`config.mk`:
```
export PLATFORM = sky130hd
export DESIGN_NAME = serial_subtractor
export DESIGN_NICKNAME = d
export VERILOG_FILES = /design/src/rtl/serial_subtractor.sv
export SDC_FILE = /design/constraint.sdc
export NUM_CORES = 1
export LEC_CHECK = 0
export CORE_ASPECT_RATIO = 0.9
export CORE_MARGIN = 2
export CORE_UTILIZATION = 48
export DETAILED_ROUTE_END_ITERATION = 7
export GPL_ROUTABILITY_DRIVEN = 0
export PLACE_DENSITY = 0.88
export SLEW_MARGIN = 20
export SYNTH_ARGS = -nofsm -noshare
export SYNTH_HDL_FRONTEND = slang
export SYNTH_SLANG_ARGS = --single-unit
```
`constraint.sdc`:
```
create_clock -name clk -period 1.3 [get_ports clk]
set_input_delay 0.26 -clock clk [delete_from_list [all_inputs] [get_ports clk]]
set_output_delay 0.26 -clock clk [all_outputs]
set_load 0.03 [all_outputs]
```
`src/rtl/serial_subtractor.sv`:
```
// serial_subtractor: LSB-first bit-serial unsigned subtractor with a valid/ready handshake.
// Define SERIAL_SUB_ABS_DIFF_EN to return |a - b| through an extra serial negate pass.
module serial_subtractor #(
    parameter int WIDTH = 8
) (
    input  logic             clk,
    input  logic             rst,
    input  logic             start_valid,
    output logic             start_ready,
    input  logic [WIDTH-1:0] a,
    input  logic [WIDTH-1:0] b,
    output logic [WIDTH-1:0] diff,
    output logic             borrow,
    output logic             done_valid,
    input  logic             done_ready
);
    localparam int CW = $clog2(WIDTH);

`ifdef SERIAL_SUB_ABS_DIFF_EN
    typedef enum logic [1:0] {IDLE, SHIFT, NEGATE, DONE} state_t;
    logic seen;
`else
    typedef enum logic [1:0] {IDLE, SHIFT, DONE} state_t;
`endif

    state_t state, state_n;
    logic [WIDTH-1:0] sa, sb, res;
    logic [CW-1:0] cnt;
    logic br, d, bn, last;

    always_comb begin
        d    = sa[0] ^ sb[0] ^ br;
        bn   = (~sa[0] & sb[0]) | (~(sa[0] ^ sb[0]) & br);
        last = cnt == CW'(WIDTH - 1);
    end

    always_comb begin
        state_n = state;
        case (state)
            IDLE:   state_n = start_valid ? SHIFT : IDLE;
`ifdef SERIAL_SUB_ABS_DIFF_EN
            SHIFT:  state_n = last ? (bn ? NEGATE : DONE) : SHIFT;
            NEGATE: state_n = last ? DONE : NEGATE;
`else
            SHIFT:  state_n = last ? DONE : SHIFT;
`endif
            DONE:   state_n = done_ready ? IDLE : DONE;
            default: state_n = IDLE;
        endcase
    end

    always_ff @(posedge clk) begin
        if (rst) state <= IDLE;
        else     state <= state_n;
    end

    always_ff @(posedge clk) begin
        if (rst) begin
            sa  <= '0;
            sb  <= '0;
            res <= '0;
            br  <= 1'b0;
            cnt <= '0;
`ifdef SERIAL_SUB_ABS_DIFF_EN
            seen <= 1'b0;
`endif
        end else begin
            case (state)
                IDLE: if (start_valid) begin
                    sa  <= a;
                    sb  <= b;
                    br  <= 1'b0;
                    cnt <= '0;
                end
                SHIFT: begin
                    sa  <= sa >> 1;
                    sb  <= sb >> 1;
                    res <= {d, res[WIDTH-1:1]};
                    br  <= bn;
                    cnt <= last ? '0 : cnt + 1'b1;
`ifdef SERIAL_SUB_ABS_DIFF_EN
                    seen <= 1'b0;
`endif
                end
`ifdef SERIAL_SUB_ABS_DIFF_EN
                // Two's complement: copy bits through the first 1, invert the rest.
                NEGATE: begin
                    res  <= {seen ? ~res[0] : res[0], res[WIDTH-1:1]};
                    seen <= seen | res[0];
                    cnt  <= last ? '0 : cnt + 1'b1;
                end
`endif
                default: ;
            endcase
        end
    end

    assign start_ready = state == IDLE;
    assign done_valid  = state == DONE;
    assign diff        = res;
    assign borrow      = br;
endmodule

```
Yosys cells after proc, flatten, opt, wreduce, memory -nomap -nowiden:

Cells that the tools add are included.

* add/subtract/negate cells: 1
* equality and inequality tests: 4
* mux-type cells: 13
* bitwise gates (word level): 7
* reduce and logical (&&, ||, !) cells: 3

Operators with widths (number)
* $pmux W8 S2: 2
* $mux W8: 2
* $mux W3: 2
* $pmux W2 S3: 1
* $pmux W3 S2: 1
* $mux W2: 2
* $add A3 B1 Y3 const B: 1
* $eq A3 B3 Y1 const B: 1
* $and A1 B1 Y1: 2
* $eq A2 B1 Y1 const B: 1
* $eq A2 B2 Y1 const B: 1
* $logic_not A2 Y1: 1
* $mux W1: 2
* $ne A2 B2 Y1 const B: 1
* $not A1 Y1: 2
* $pmux W1 S2: 1
* $reduce_and A2 Y1: 1
* $reduce_bool A2 Y1: 1
* $xor A1 B1 Y1: 2
* $or A1 B1 Y1: 1

* bits in registers: 30
* input port bits: 20
* output and inout port bits: 11
* word-level logic and storage cells: 34

Longest topological paths before layout:

* depth after elaboration: 5
* mapped depth: 5
* depth with buffers taken out: 5

Least setup slack after synthesis:

Ideal clock, no wire load.

* path kind: register to register
* from: register state[0]
* to: register state[1]
* library setup time: 0.066 ns
* arrival: 1.251 ns
* slack: -0.017 ns
* cell stages (with the launch flop): 5
* path buffers: 1
* path through: dfxtp_1 -> buf_2 -> nor2b_1 -> a22oi_1 -> nor2_1

* cells in the longest elaborated chain, start to end: 2
* elaborated cells on any way between the ends: 4

RTL lines
* start, declared: line 26 `state_t state, state_n;`
* start signal, assigned: line 54 `else state <= state_n;`
* $eq A2 B2 Y1
* named net done_valid: line 14 `output logic done_valid,`
* $pmux W2 S3: line 39 `case (state)`

The timed path passes the listed nets, and every way through them passes these cells.
A chain may end at the register's enable or synchronous reset.

Worst setup path in the final report:

* from: register state[0]
* to: output done_valid

* cells in the longest elaborated chain, start to end: 1

RTL lines
* $eq A2 B2 Y1: line 99 `assign done_valid = state == DONE;`
* end, declared: line 14

No other way between the ends.

==> results.ini <==
[critical_path]
cp.buffers_inverters = 2
startpoint = state[0]
crit_chain = buf_6 -> nor2b_4 -> buf_6
cp.depth = 3
cpMostUsedCell = buf_6
worstPathRequired_ns = 1.04
r2r_end = sa[7]
cp_max_fo = 4
end_kind = output port
slowest_stage = dfxtp_4
worstRegToRegCells = 5
start_kind = flip-flop
r2r_slack_ns = 0.04
r2r-start = state[0]
crit_type = reg -> out
cp-endpoint = done_valid
path_delay_family = flip-flops
critical_path_arrival_ns = 1.07
slowest_delay_ns = 0.36

[final_layout]
final_util_pct = 69.2
layout.nets = 194
n_antenna_cell = 0
nFillCells = 192
drive_above_1_share_pct = 19.8
syn2layout_area_growth_pct = 35.1

[worst_hold_path]
hold_path.startpoint = diff[0]
whs_path_depth = 2
hold_class = reg -> reg

[pwr]
ir_drop_mv = 0.886
power_density_nw_per_um2 = 1200
p_leak_uw = 0.000703
finalPower_uw = 2050

[synthesis]
synth-edff-count = 0
synth_area_leaders = dfxtp_1, mux2i_1, a211oi_1, nor2_1, a22oi_1
yosysWarnings = 0
ys_types = 20
synth_nets = 157
synthCells = 134
netlist_top_cells_count = dfxtp_1, nor2_1, mux2i_1
postSynthAreaPerCell_um2 = 9.43
yosysTopAreaCell = dfxtp_1
synth_top_area_share_pct = 47.5
synth_area_um2 = 1260
synth_most_common_cell = dfxtp_1
synthArstFlopShare_pct = 0
yosysSeqAreaShare_pct = 47.5
ys_ff_latch = 30
synth_top_flop_cell = dfxtp_1

[clocking]
clkLatencyLatePin_ns = 0.33
cts_buffer_depth = 2
cts_root_buffer = clkbuf_4
cts_tree = built
path_clk_slew_ns = 0.10
numCtsBuffers = 5
cts_max_level = 2
clock-sinks = 30
cts_hold_buf = 0

[drt]
antenna_left = 0
routed_wirelength_um = 2520
post-route-drc-count = 0
drt_first_pass_iters = 4
drtIter0Drc = 31
post_drt_wl_per_cell_um = 12.6
vias_per_cell = 5.37
via_count = 1074

[timing]
rsz0062_at_grt = yes
hold_viol = 0
max_freq_mhz = 755
timing.hold.ws_ns = 0.470
fin_skew_ns = 0.0131
drv_slew = 0
min_period_ns = 1.33
max-slew-margin-rel_pct = 79.4
worst_slack_ns = -0.0253
setup_viol = 2
fin_crit_sh_pct = 102
tightestPinTransition_ns = 0.308

[job]
cap_viol_max_count = 0

[floorplan]
num_io_pins = 31
placementRows = 17
die_h_um = 52.7
core_area_um2 = 2470
die_w_um = 58.1
initial_core_util_pct = 51.2
dieArea_um2 = 3060

[global_routing]
grt_max_degree = 31
grt_pass1_vias = 999
antenna_found_initial = 0
grt_pass1_wl_um = 4130
track_usage_pct = 18.6
grt-ovfl-total = 0

[placed_design]
dp_hpwl_um = 1650
io_buffer_count = 30

[outcome]
violations = setup timing
status = finished with violations

[cells in the final DEF (no fill, tap or decap)]
cell type / instances
a211oi_1: 13
a211oi_2: 2
a21oi_1: 7
a22oi_1: 7
buf_12: 3
buf_2: 6
buf_4: 8
buf_6: 2
bufinv_16: 1
clkbuf_4: 5
clkdlybuf4s15_2: 1
clkdlybuf4s50_1: 19
clkinv_2: 2
dfxtp_1: 28
dfxtp_2: 1
dfxtp_4: 1
fa_1: 1
ha_1: 2
inv_1: 3
mux2i_1: 15
nand2_1: 14
nand2b_1: 1
nor2_1: 24
nor2b_1: 1
nor2b_4: 1
nor3_1: 1
nor3b_1: 1
o21ba_2: 1
o21bai_1: 1
[cells by family (layout without fill, tap and decap cells)]
group           count (synthesis)  after routing  synth area share [%]
fa+ha+maj                       3              3                  3.56
flops                          30             30                  47.5
buf+inv                        12             50                  5.64
simple gates                   43             43                  13.8
mux                            15             15                  11.9
compound gates                 31             31                  17.6
[per-stage QoR]
stage               area (um^2)  setup TNS (ns)  worst slack, ns  cells
global placement           1630           -2.12           -0.143    191
global route               1710          -0.213          -0.0886    200
floorplan                  1270               0           0.0599    134
finish                     1710         -0.0433          -0.0253    200
detailed placement         1630           -2.43           -0.181    191
CTS                        1740         -0.0604          -0.0336    200
[worst register-to-register path, stage by stage, from the launching register on]
cell and delay, ns:
dfxtp_4 0.36, buf_4 0.15, buf_12 0.15, nor3b_1 0.29, a22oi_1 0.11, nor2_1 0.12
[flip-flops by register name, summed over array words and instances (netlist names)]
register  cells
sb            8
cnt           3
borrow        1
state         2
sa            8
diff          8
[layout make-up]
cell class	instances	area, um^2	share of cell area (%)
Sequential cell	30	606	35.5
Timing Repair Buffer	39	374	21.9
Clock buffer	5	37.5	2.20
Inverter	3	11.3	0.659
Tap cell	28	35.0	2.05
Clock inverter	3	40.0	2.34
Multi-Input combinational cell	92	604	35.4
[per-layer routing]
layer	GRT usage (%)	share of wire [%]	up-vias
li1	-	-	544
met1	20.9	45	499
met2	30.9	48	24
met3	7.16	4.6	7
met4	8.91	2.1	0
met5	0	0	-
[worst min-delay path by stage]
| stage | endpoint |
|---|---|
| after detailed placement | diff[4] |
| after floorplan | sa[7] |
| final | diff[0] |
| after global routing | diff[6] |
| after global placement | diff[0] |
| after CTS | diff[4] |
[power breakdown]
| part | total, uW | switching (uW) | leakage [uW] | internal, uW |
|---|---|---|---|---|
| clock | 729 | 330 | 0.0000450 | 398 |
| combinational | 319 | 150 | 0.000410 | 169 |
| sequential | 1000 | 31.1 | 0.000247 | 971 |
[what timing repair did]
| action | CTS | global route |
|---|---|---|
| pin swaps | 0 | 0 |
| endpoints found under the hold margin | 0 | 0 |
| endpoints found under the setup margin | 9 | 11 |
| gates resized for setup | 27 | 13 |
| buffers inserted | 1 | 0 |
Note: power is estimated with default switching activity, not from simulation.
